**src/rtl/mux3_rr_arbiter.sv**
```systemverilog
`default_nettype none
// ============================================================================
// Module      : mux3_rr_arbiter
// Description : Round-robin arbiter for one shared 3-input mux/resource with
//               hold-until-done grants and a hold timer that preempts owners.
// Revision    : 1.0 - initial release
// ============================================================================
module mux3_rr_arbiter #(
  parameter int MAX_HOLD = 8,
  parameter int CNT_W    = 4
) (
  input  logic       clk,
  input  logic       arst_n,
  input  logic [2:0] req,
  input  logic       done,
  output logic [2:0] gnt,
  output logic [1:0] select_a,
  output logic       busy,
  output logic       timeout
);

  localparam logic [0:0]       c_idle   = 1'b0;
  localparam logic [0:0]       c_busy   = 1'b1;
  localparam bit               c_tmo_en = (MAX_HOLD != 0);
  localparam logic [CNT_W-1:0] c_max    = CNT_W'(MAX_HOLD);
  localparam logic [CNT_W-1:0] c_last   = CNT_W'(MAX_HOLD - 1);

  logic [0:0]       r_state;
  logic [2:0]       r_gnt;
  logic [1:0]       r_sel;
  logic [1:0]       r_ptr;
  logic [CNT_W-1:0] r_cnt;

  logic             w_owner_req;
  logic             w_release;
  logic             w_tmo;
  logic [2:0]       w_cand;
  logic             w_any;
  logic [1:0]       w_p1;
  logic [1:0]       w_p2;
  logic [1:0]       w_win;

  // Withdrawal and done are the same release; the timer only fires on a
  // still-requesting owner that has not signalled done.
  assign w_owner_req = |(req & r_gnt);
  assign w_release   = (r_state == c_busy) && (done || !w_owner_req);
  assign w_tmo       = c_tmo_en && (r_state == c_busy) && (r_cnt == c_last) &&
                       !done && w_owner_req;

  // While busy the owner is excluded, so it is re-granted only via IDLE.
  always_comb begin
    w_cand = (r_state == c_busy) ? (req & ~r_gnt) : req;
    w_any  = |w_cand;
    w_p1   = (r_ptr == 2'd2) ? 2'd0 : r_ptr + 2'd1;
    w_p2   = (r_ptr == 2'd0) ? 2'd2 : r_ptr - 2'd1;
    w_win  = r_ptr;
    if (w_cand[w_p1]) begin
      w_win = w_p1;
    end else if (w_cand[w_p2]) begin
      w_win = w_p2;
    end
  end

  always_ff @(posedge clk or negedge arst_n) begin
    if (!arst_n) begin
      r_state <= c_idle;
      r_gnt   <= 3'b000;
      r_sel   <= 2'd0;
      r_ptr   <= 2'd2;
      r_cnt   <= '0;
    end else if ((r_state == c_idle) || w_release || w_tmo) begin
      if (w_any) begin
        r_state <= c_busy;
        r_gnt   <= 3'b001 << w_win;
        r_sel   <= w_win;
        r_ptr   <= w_win;
        r_cnt   <= '0;
      end else begin
        r_state <= c_idle;
        r_gnt   <= 3'b000;
      end
    end else if (r_cnt != c_max) begin
      r_cnt <= r_cnt + CNT_W'(1);
    end
  end

  assign gnt      = r_gnt;
  assign select_a = r_sel;
  assign busy     = |r_gnt;
  assign timeout  = w_tmo;

endmodule
`default_nettype wire

```
**config.mk**
```make
export PLATFORM = sky130hd
export DESIGN_NAME = mux3_rr_arbiter
export DESIGN_NICKNAME = d
export VERILOG_FILES = /design/src/rtl/mux3_rr_arbiter.sv
export SDC_FILE = /design/constraint.sdc
export NUM_CORES = 1
export LEC_CHECK = 0
export ABC_CLOCK_PERIOD_IN_PS = 5520
export BUFFER_PORTS_ARGS = -buffer_cell sky130_fd_sc_hd__buf_2
export CAP_MARGIN = 20
export CORE_UTILIZATION = 55
export CTS_CLUSTER_SIZE = 25
export DETAILED_ROUTE_END_ITERATION = 8
export PLACE_DENSITY = 0.87
export SYNTH_ARGS = -nofsm -noshare
export SYNTH_HDL_FRONTEND = slang
export SYNTH_SLANG_ARGS = --single-unit
```
**constraint.sdc**
```tcl
create_clock -name clk -period 5.52 [get_ports clk]
set_input_delay 1.104 -clock clk [delete_from_list [all_inputs] [get_ports clk]]
set_output_delay 1.104 -clock clk [all_outputs]
set_load 0.005 [all_outputs]
```
# ---- Word-level counts from Yosys, hierarchy flattened
# Index checks and enable logic that the tools add are counted.
dict set report totals {
  regBits 12
  inputBits 6
  output_inout_bits 7
  word_cells 49
}
dict set report op_classes {
  add_sub_neg 3
  order_cmp 2
  n_eq_ne 4
  n_shift 1
  n_mux 14
  bitwise 4
  reduce_logical 16
}
# operator count
set op_table {}
lappend op_table {{4-bit two-way mux} 3}
lappend op_table {{3-bit OR reduction} 3}
lappend op_table {{2-bit two-way mux} 4}
lappend op_table {{3-bit AND} 2}
lappend op_table {{2-bit by 3-bit less-than comparator with 1-bit output (second input constant)} 2}
lappend op_table {{3-bit two-way mux} 2}
lappend op_table {{4-bit by 1-bit adder with 4-bit output (second input constant)} 1}
lappend op_table {{1-bit binary-select mux with 2-bit select} 2}
lappend op_table {{4-bit by 3-bit == test with 1-bit output (second input constant)} 1}
lappend op_table {{1-bit logical AND} 4}
lappend op_table {{4-bit != test (second input constant)} 1}
lappend op_table {{2-bit AND reduction} 2}
lappend op_table {{1-bit logical OR} 3}
lappend op_table {{1-bit two-way mux} 3}
lappend op_table {{3-bit inverter} 1}
lappend op_table {{1-bit by 2-bit << shifter with 3-bit output (first input constant)} 1}
lappend op_table {{2-bit by 1-bit adder with 2-bit output (second input constant)} 1}
lappend op_table {{2-bit == test (second input constant)} 1}
lappend op_table {{1-bit logical NOT} 2}
lappend op_table {{2-bit logical NOT} 1}
lappend op_table {{2-bit != test (second input constant)} 1}
lappend op_table {{2-bit nonzero test} 1}
lappend op_table {{2-bit by 1-bit subtractor with 2-bit output (second input constant)} 1}
lappend op_table {{1-bit inverter} 1}

# ---- Logic depth before layout (Yosys ltp)
# Gate-level depths: netlist of the first run.
dict set report logic_depth {
  word_depth 9
  ltp_mapped 7
  ltp_nobuf 7
}

# ---- Least setup slack after synthesis of the first run
# No wires, ideal clock.
dict set report synth_timing {
  kind {in2out}
  startpoint {in req[0]}
  endpoint {out timeout}
  t_arrival_ns 1.751
  required_ns 4.416
  slack_ns 2.665
  cell_stages 2
  path_buffers 0
  cell_sequence {a222oi_1 and4bb_2}
}
dict set report synth_between {
  elab_chain_cells 3
}
# item line_no
set synth_lines {}
lappend synth_lines {{start, declared} 14} ;# input logic [2:0] req,
lappend synth_lines {{3-bit AND} 45} ;# assign w_owner_req = |(req & r_gnt);
lappend synth_lines {{3-bit OR reduction} 45}
lappend synth_lines {{1-bit logical AND} 48} ;# !done && w_owner_req;
lappend synth_lines {{end, declared} 19} ;# output logic timeout
# No other way between the ends.

# ---- Final worst setup path of the first run
# Same ends and word-level chain as after synthesis.

==> summary.txt, run 1 <==
Outcome
  • Status: completed

Critical path
  • Crit. End Element: output port
  • Worst R2R Path Depth: 6
  • Setup crit start kind: input port
  • FF-to-FF Start: r_cnt[0]$_DFFE_PN0P_
  • Worst R2R End: gnt[1]$_DFFE_PN0P_
  • Critical Path RT: roughly 4.4 ns
  • Worst Path Arrival: roughly 2.0 ns
  • Critical path class: input port to output port
  • Flop2flop setup slack: between 3 and 4 ns
  • Crit Path Max Fanout: 5

Synth
  • Ys flop type: dfrtp_1
  • Yosys warnings: 0
  • Cells after Synth: just under 90
  • Yosys reg bits: 11
  • Seq/Total Area, Yosys: 0.337
  • Post-synthesis cell type count: 37
  • Area leader, netlist: dfrtp_1
  • Syn avg cell area: a little over 9 sq um
  • Asr flop ratio synth: 1.00
  • Synth top cells by count: 10 x dfrtp_1, 9 x nand2_1, 7 x inv_1, 7 x o21ai_0, 6 x nor2_1
  • EDFF count, synth: 0
  • Count leader, synth: dfrtp_1
  • Syn nets: 99
  • Mapped Area: 821 sq um
  • Area share of the largest cell type after synthesis: 0.305
  • Top cells by area, synth: dfrtp_1 30%, ha_1 7.6%, mux2i_1 4.9%

Timing
  • Fmax: around 320 MHz
  • Final hold violation count: 0
  • Fin Clk Skew: 0.00323 ns
  • Final Max Tran Viols: 0
  • Least-Margin Pin Slew: 0.870 ns
  • Setup-failing EPs final: 0
  • Slew headroom: 0.419
  • Final setup TNS: 0 ns
  • RSZ-0062 raised after global routing: no
  • Tcrit/Tclk final: 0.570
  • Final WS setup: about 2.4 ns
  • Tmin final: ~3.1 ns

Clocking
  • CTS tree: built
  • Worst-path clk slew: 0.06 ns
  • # hold bufs at CTS: 0
  • Clock Latency Late Sink: around 0.26 ns
  • Clk root buf: clkbuf_4
  • Post-CTS Resized: 0
  • Sinks on Clock Net: 11
  • Setup repair bufs after CTS: 0
  • Htree depth: 1
  • Num CTS Buffers: 3
  • Clock Path Buffers: 2

Power
  • Max IR drop VDD: 0.000297 V
  • Pwr Density: a little under 500 nW/um^2
  • Lkg Pwr: 0.420 nW

Min path
  • Worst Hold End: select_a[1]$_DFFE_PN0P_
  • Hold Crit Depth: 2
  • Min-Delay Path Class: flip-flop to flip-flop
  • Min-delay src: select_a[1]$_DFFE_PN0P_

Placement
  • Post-detail-place hpwl: about 1.2 mm
  • Post-Place Setup Slack: roughly 2.4 ns
  • Area after DPL: between 800 and 900 sq um
  • Port bufs: 12
  • Post-Place Cells: between 100 and 150
  • RD Place Congestion: 0.721

Floorplan
  • Chip Height: 40.6 um
  • Die width: approximately 41 um
  • Core area: between 1000 and 1500 sq um
  • Ports: 13
  • Site Rows: 13
  • Starting Density: 0.608
  • Die area: 1650 sq um

GRT
  • Largest net degree at the start of global routing: 12
  • GRT Util Overall: 0.223
  • Vias in the first global route: slightly below 600
  • Total grt overflow: 0
  • First-pass GRT wire length: 2.32 mm
  • Antenna violations before repair: 0

Detailed routing
  • Routed Antenna Nets: 0
  • Drt total wl: between 1.5 and 2 mm
  • Detailed-route DRC error count: 0
  • WL/cell: around 14 um
  • Detailed Routing Iterations Pass 1: 4
  • Via/cell ratio: ~6.2
  • Initial drt markers: 13
  • Vias: 716

Layout
  • Nets: about 110
  • Diodes inserted: 0
  • Final Cell Area: roughly 900 sq um
  • Fin cells: 116
  • Area Growth Syn to Fin: 9.91%
  • Layout Utilization: 0.668
  • Share of layout cells above drive strength 1: 0.267

Run
  • Maxcap violations: 0
cells by family (layout without fill, tap and decap cells):
family          count (synthesis)  in the layout  share of synthesized area
simple gates                   31             31                      0.213
fa+ha+maj                       5              5                     0.0762
mux                             8              8                      0.113
compound gates                 23             23                      0.200
buf+inv                        10             23                     0.0610
flops                          11             11                      0.337
through the flow:
step / hold WS, ns / total power, W
6_report: 0.501 / 0.000445
5_1_grt: 0.549 / 0.000481
4_1_cts: 0.512 / 0.000445
3_5_place_dp: 0.494 / 0.000390
3_3_place_gp: 0.487 / 0.000383
2_1_floorplan: 0.471 / 0.000337
routing by layer:
layer,share of wire,track usage
met2,0.48,0.373
met4,0.015,0.100
met1,0.43,0.273
met3,0.069,0.0489
met5,0,0
state kept, by name, indices dropped and copies added (netlist names):
register,cells
gnt,3
r_cnt,4
r_state,1
r_ptr,1
select_a,2
critical path, cell delays in order:
cell and delay (ns):
buf_2 0.13, a222oi_1 0.40, and4bb_2 0.28, buf_2 0.12
cell usage in the layout, fill, tap and decap left out:
cell and instances:
buf_2 12, dfrtp_1 10, nand2_1 9, inv_1 7, o21ai_0 7, nor2_1 6
ha_1 5, nand2b_1 4, mux2i_1 4, clkbuf_4 3, a21oi_1 2, o211ai_1 2
nand3_1 2, nor2b_1 2, mux2_2 2, a211oi_1 2, mux2_4 2, a222oi_1 1
and3b_1 1, and4bb_2 1, or3_1 1, nor4b_2 1, and2_1 1, o21bai_1 1
o2111ai_2 1, o22ai_1 1, a21bo_2 1, a31oi_1 1, a221o_1 1, a21oi_2 1
nor2b_2 1, and2b_1 1, a22o_2 1, o21ai_1 1, and3_1 1, clkbuf_1 1
dfstp_2 1
how the worst max path moves through the flow:
stage          startpoint      end  slack [ns]  cells after the start
6_report           req[0]  timeout        2.38                      4
5_1_grt            req[0]  timeout        2.33                      4
4_1_cts            req[0]  timeout        2.37                      4
3_5_place_dp       req[0]  timeout        2.37                      4
3_3_place_gp       req[0]  timeout        2.38                      4
2_1_floorplan      req[0]  timeout        2.67                      2
report_power, final:
part / total, W / internal, W / switching, W
combinational: 0.000252 / 0.000126 / 0.000126
clock: 0.0000536 / 0.0000280 / 0.0000257
sequential: 0.000139 / 0.000108 / 0.0000315
final cells by class:
cell class / instances / area (sq um)
clock buffer: 4 / 26.3
fill: 121 / 448
inverter: 7 / 26.3
multi-input combinational: 67 / 494
sequential: 11 / 277
tap: 15 / 18.8
timing repair buffer: 12 / 60.1
(Power assumes the default switching activity.)
==> run 2, diff against run 1 <==
ABC_CLOCK_PERIOD_IN_PS = 2800   (was 5520)
CORE_UTILIZATION = 49   (was 55)
PLACE_DENSITY = 0.82   (was 0.87)
clock period = 2.8 ns   (was 5.52 ns; I/O delays follow)
==> summary.txt, run 2 (synthesis gave the netlist of run 1 again) <==
Outcome
  • Status: completed

Timing
  • Final WS setup: 0.406 ns
  • Final Max Tran Viols: 0
  • Least-Margin Pin Slew: 0.913 ns
  • Fin Clk Skew: between 0.003 and 0.004 ns
  • Final hold violation count: 0
  • Fmax: between 400 and 500 MHz
  • Slew headroom: 0.390
  • Tcrit/Tclk final: 0.855
  • Setup-failing EPs final: 0
  • RSZ-0062 raised after global routing: no
  • Final setup TNS: 0 ns
  • Tmin final: between 2 and 2.5 ns

Clocking
  • Clk root buf: clkbuf_4
  • Post-CTS Resized: 0
  • Clock Latency Late Sink: around 0.26 ns
  • Num CTS Buffers: 3
  • Sinks on Clock Net: 11
  • Htree depth: 1
  • Worst-path clk slew: roughly 0.070 ns
  • Setup repair bufs after CTS: 0
  • CTS tree: built
  • # hold bufs at CTS: 0
  • Clock Path Buffers: 2

Run
  • Maxcap violations: 0

Placement
  • Post-Place Cells: around 110
  • Area after DPL: a little under 900 sq um
  • Post-Place Setup Slack: 0.450 ns
  • Post-detail-place hpwl: about 1.3 mm
  • RD Place Congestion: 0.852
  • Port bufs: 12

Critical path
  • Worst Path Arrival: between 2 and 3 ns
  • Crit. End Element: flip-flop
  • Slowest cell on crit path: nor4b_2
  • CP max stage delay: around 0.80 ns
  • Setup crit start kind: flip-flop
  • Critical path class: flip-flop to flip-flop
  • Worst-path cell chain: ha_1, and3b_1, nor4b_2, nor2b_2, and2b_1, a22o_2
  • Crit Path Max Fanout: 11
  • Critical Path RT: around 3 ns

GRT
  • GRT Util Overall: 0.211
  • Total grt overflow: 0
  • Antenna violations before repair: 0
  • Vias in the first global route: around 650
  • First-pass GRT wire length: 2.85 mm
  • Largest net degree at the start of global routing: 12

Min path
  • Min-Delay Path Class: input port to async pin

Layout
  • Diodes inserted: 0
  • Most frequent cells in the layout: 12 x buf_2, 10 x dfrtp_1, 9 x nand2_1, 7 x inv_1, 7 x o21ai_0
  • Nets: ~110
  • Commonest non-fill, non-tap cell in the layout: buf_2
  • Fin cells: 117
  • Area Growth Syn to Fin: 10.2%
  • Max FFs per register: 4
  • Filler instances: 142
  • Largest Register: r_cnt
  • Final Cell Area: a little over 900 sq um
  • Share of layout cells above drive strength 1: 0.277

Floorplan
  • Die width: about 43 um
  • Die area: about 1800 sq um
  • Core area: between 1500 and 2000 sq um
  • Chip Height: approximately 43 um
  • Site Rows: 14
  • Starting Density: 0.532
  • Ports: 13

Detailed routing
  • Drt total wl: 1.67 mm
  • WL/cell: 14.3 um
  • Via/cell ratio: 5.82
  • Routed Antenna Nets: 0
  • Detailed-route DRC error count: 0
  • Initial drt markers: 30
  • Vias: 681
  • Detailed Routing Iterations Pass 1: 4

Power
  • Max IR drop VDD: 0.000636 V
  • Lkg Pwr: approximately 0.42 nW
  • Pwr Density: ~970 nW/um^2
==> run 2: cell count changes in the layout (fill, tap and decap cells not counted), sizes merged <==
cell	previous run	this run
clkinv	0	1
clkbuf	4	3
==> run 2: final cells by class <==
type | count | area [sq um] | share of cell area
clock inverter | 1 | 5.00 | 0.00553
tap | 16 | 20.0 | 0.0221
inverter | 7 | 26.3 | 0.0290
timing repair buffer | 12 | 60.1 | 0.0664
sequential | 11 | 277 | 0.306
multi-input combinational | 67 | 494 | 0.546
clock buffer | 3 | 22.5 | 0.0249
==> run 2: final timing paths <==
kind                                            from              endpoint  slack, ns  cells after the start
worst max-delay path            r_cnt[0]$_DFFE_PN0P_    gnt[1]$_DFFE_PN0P_       0.41                      6
worst min-delay path                          arst_n  r_cnt[2]$_DFFE_PN0P_       0.15                      1
min in group clk                r_cnt[0]$_DFFE_PN0P_  r_cnt[0]$_DFFE_PN0P_       0.52                      1
max in group asynchronous                     arst_n  r_ptr[1]$_DFFE_PN1P_       2.40                      1
worst max register to register  r_cnt[0]$_DFFE_PN0P_    gnt[1]$_DFFE_PN0P_       0.41                      6
worst min register to register  r_cnt[0]$_DFFE_PN0P_  r_cnt[0]$_DFFE_PN0P_       0.52                      1
==> run 2: stage by stage <==
step / power, W / hold slack, ns / utilization
2_1_floorplan: 0.000664 / 0.264 / -
3_3_place_gp: 0.000758 / 0.441 / 0.569
3_5_place_dp: 0.000772 / 0.442 / 0.569
4_1_cts: 0.000881 / 0.152 / 0.587
5_1_grt: 0.000958 / 0.157 / 0.587
6_report: 0.000881 / 0.147 / 0.587
==> run 2: critical path: cells and delay by family, from the launching register on <==
kind / cells / cell delay [ns]
simple gates: 4 / 1.41
flops: 1 / 0.41
fa+ha+maj: 1 / 0.24
compound gates: 1 / 0.22
==> run 2: power by group <==
part	internal (W)	switching [W]	total, W
clock	0.0000528	0.0000512	0.000104
sequential	0.000213	0.0000655	0.000278
combinational	0.000250	0.000248	0.000498
==> run 2: routing by layer <==
layer  share of wire  track usage  up-vias
met5               0            0        -
met4          0.0060       0.0625        0
met3           0.043       0.0511        2
met2            0.48        0.355       16
met1            0.47        0.265      323
li1                -            -      340
==> run 3, diff against run 2 <==
ABC_CLOCK_PERIOD_IN_PS = 3080   (was 2800)
CORE_UTILIZATION = 55   (was 49)
PLACE_DENSITY = 0.87   (was 0.82)
clock period = 3.08 ns   (was 2.8 ns; I/O delays follow)
==> summary.txt, run 3 (synthesis gave the netlist of run 1 again) <==
Outcome
  • Status: completed

Critical path
  • Worst R2R Path Depth: 6
  • Worst Path Arrival: 2.51 ns
  • Crit. End Element: flip-flop
  • Critical Path RT: around 3.2 ns
  • Critical path class: flip-flop to flip-flop
  • Setup crit start kind: flip-flop
  • Crit Path Max Fanout: 11

Floorplan
  • Die width: slightly above 40 um
  • Starting Density: 0.608
  • Ports: 13
  • Die area: between 1500 and 2000 sq um
  • Core area: between 1000 and 1500 sq um
  • Chip Height: 40.6 um
  • Site Rows: 13

Power
  • Seq pwr share: 0.312
  • Logic pwr share: 0.567
  • Switching power share of the total: 0.414
  • NetSw: between 0.0003 and 0.0004 W
  • Lkg Pwr: 0.420 nW
  • Int Power: between 0.0004 and 0.0005 W
  • Pwr Density: 890 nW/um^2
  • Clock Power Share: 0.122
  • Max IR drop VDD: between 0.0005 and 0.0006 V

Timing
  • Fmax: 426 MHz
  • Tmin final: approximately 2.3 ns
  • Tcrit/Tclk final: 0.762
  • Least-Margin Pin Slew: roughly 0.87 ns
  • Final setup TNS: 0 ns
  • Slew headroom: 0.416
  • Setup-failing EPs final: 0
  • Hold_ws: ~0.21 ns
  • Final Max Tran Viols: 0
  • RSZ-0062 raised after global routing: no
  • Fin Clk Skew: approximately 0.0050 ns
  • Final hold violation count: 0

Min path
  • Min-Delay Path Class: input port to async pin

Placement
  • RD Place Congestion: between 0.7 and 0.8
  • Port bufs: 12
  • Post-detail-place hpwl: 1.27 mm

GRT
  • First-pass GRT wire length: roughly 2.2 mm
  • Met3 usage: 0.0163
  • Largest net degree at the start of global routing: 12
  • Antenna violations before repair: 0
  • Vias in the first global route: roughly 550
  • Met2 usage: 0.349
  • GR peak layer: met2
  • Total grt overflow: 0
  • GRT Util Overall: 0.206
  • GR Layer Usage met1: 0.273

Clocking
  • Clk root buf: clkbuf_4
  • # hold bufs at CTS: 0
  • Clock Path Buffers: 2
  • CTS tree: built
  • Sinks on Clock Net: 11
  • Clock Latency Late Sink: approximately 0.26 ns
  • Post-CTS Resized: 0
  • Num CTS Buffers: 3
  • Htree depth: 1
  • Setup repair bufs after CTS: 0
  • Worst-path clk slew: 0.07 ns

Layout
  • Most frequent cells in the layout: 12 x buf_2, 10 x dfrtp_1, 9 x nand2_1, 7 x inv_1, 7 x o21ai_0
  • Area Growth Syn to Fin: 9.91%
  • Filler instances: 103
  • Commonest non-fill, non-tap cell in the layout: buf_2
  • Diodes inserted: 0
  • Layout Utilization: 0.668
  • Largest Register: r_cnt
  • Share of layout cells above drive strength 1: 0.267
  • Nets: 113
  • Max FFs per register: 4

Detailed routing
  • Initial drt markers: 17
  • Via/cell ratio: 5.96
  • Detailed Routing Iterations Pass 1: 4
  • Drt total wl: between 1.5 and 2 mm
  • Detailed-route DRC error count: 0
  • Vias: between 600 and 700
  • Routed Antenna Nets: 0
  • WL/cell: ~14 um

Run
  • Maxcap violations: 0
run 3: cell count changes in the layout (fill, tap and decap cells not counted):
cell      before  now
clkinv_2       1    0
clkbuf_1       0    1
run 3: worst max-delay path: stages, from the launching register on:
cell and delay, ns:
dfrtp_1 0.41, ha_1 0.23, and3b_1 0.20, nor4b_2 0.77, nor2b_2 0.18, and2b_1 0.23
a22o_2 0.22
run 3: per-layer routing:
layer | vias to the layer above | share of wire
met5 | - | 0
met4 | 0 | 0.0037
met3 | 2 | 0.030
met2 | 17 | 0.49
met1 | 327 | 0.47
li1 | 345 | -
run 3: worst paths after layout:
check                                         from                 endpoint  slack (ns)
setup / recovery              r_cnt[0]$_DFFE_PN0P_       gnt[1]$_DFFE_PN0P_        0.73
hold / removal                              arst_n     r_cnt[1]$_DFFE_PN0P_        0.21
setup reg to reg              r_cnt[0]$_DFFE_PN0P_       gnt[1]$_DFFE_PN0P_        0.73
hold reg to reg            select_a[1]$_DFFE_PN0P_  select_a[1]$_DFFE_PN0P_        0.51
max in group asynchronous                   arst_n     r_ptr[1]$_DFFE_PN1P_        2.61
min in group clk           select_a[1]$_DFFE_PN0P_  select_a[1]$_DFFE_PN0P_        0.51
run 3: power by group through the flow:
stage | Sequential [W] | Combinational [W] | Clock [W]
final | 0.000250 | 0.000455 | 0.0000976
after global routing | 0.000258 | 0.000504 | 0.000104
after CTS | 0.000250 | 0.000452 | 0.0000996
after detailed placement | 0.000252 | 0.000451 | 0
after global placement | 0.000250 | 0.000435 | 0
after floorplan | 0.000237 | 0.000367 | 0
run 3: metrics by stage:
step	setup slack (ns)	total power, W	cell area [sq um]	std cells
2_1_floorplan	0.970	0.000603	821	88
3_3_place_gp	0.798	0.000686	876	112
3_5_place_dp	0.714	0.000703	876	112
4_1_cts	0.732	0.000801	902	116
5_1_grt	0.571	0.000866	902	116
6_report	0.732	0.000802	902	116
run 3: cell type report:
class | count | area, sq um | area share
multi-input combinational | 67 | 494 | 0.548
tap | 15 | 18.8 | 0.0208
sequential | 11 | 277 | 0.307
timing repair buffer | 12 | 60.1 | 0.0666
inverter | 7 | 26.3 | 0.0291
clock buffer | 4 | 26.3 | 0.0291
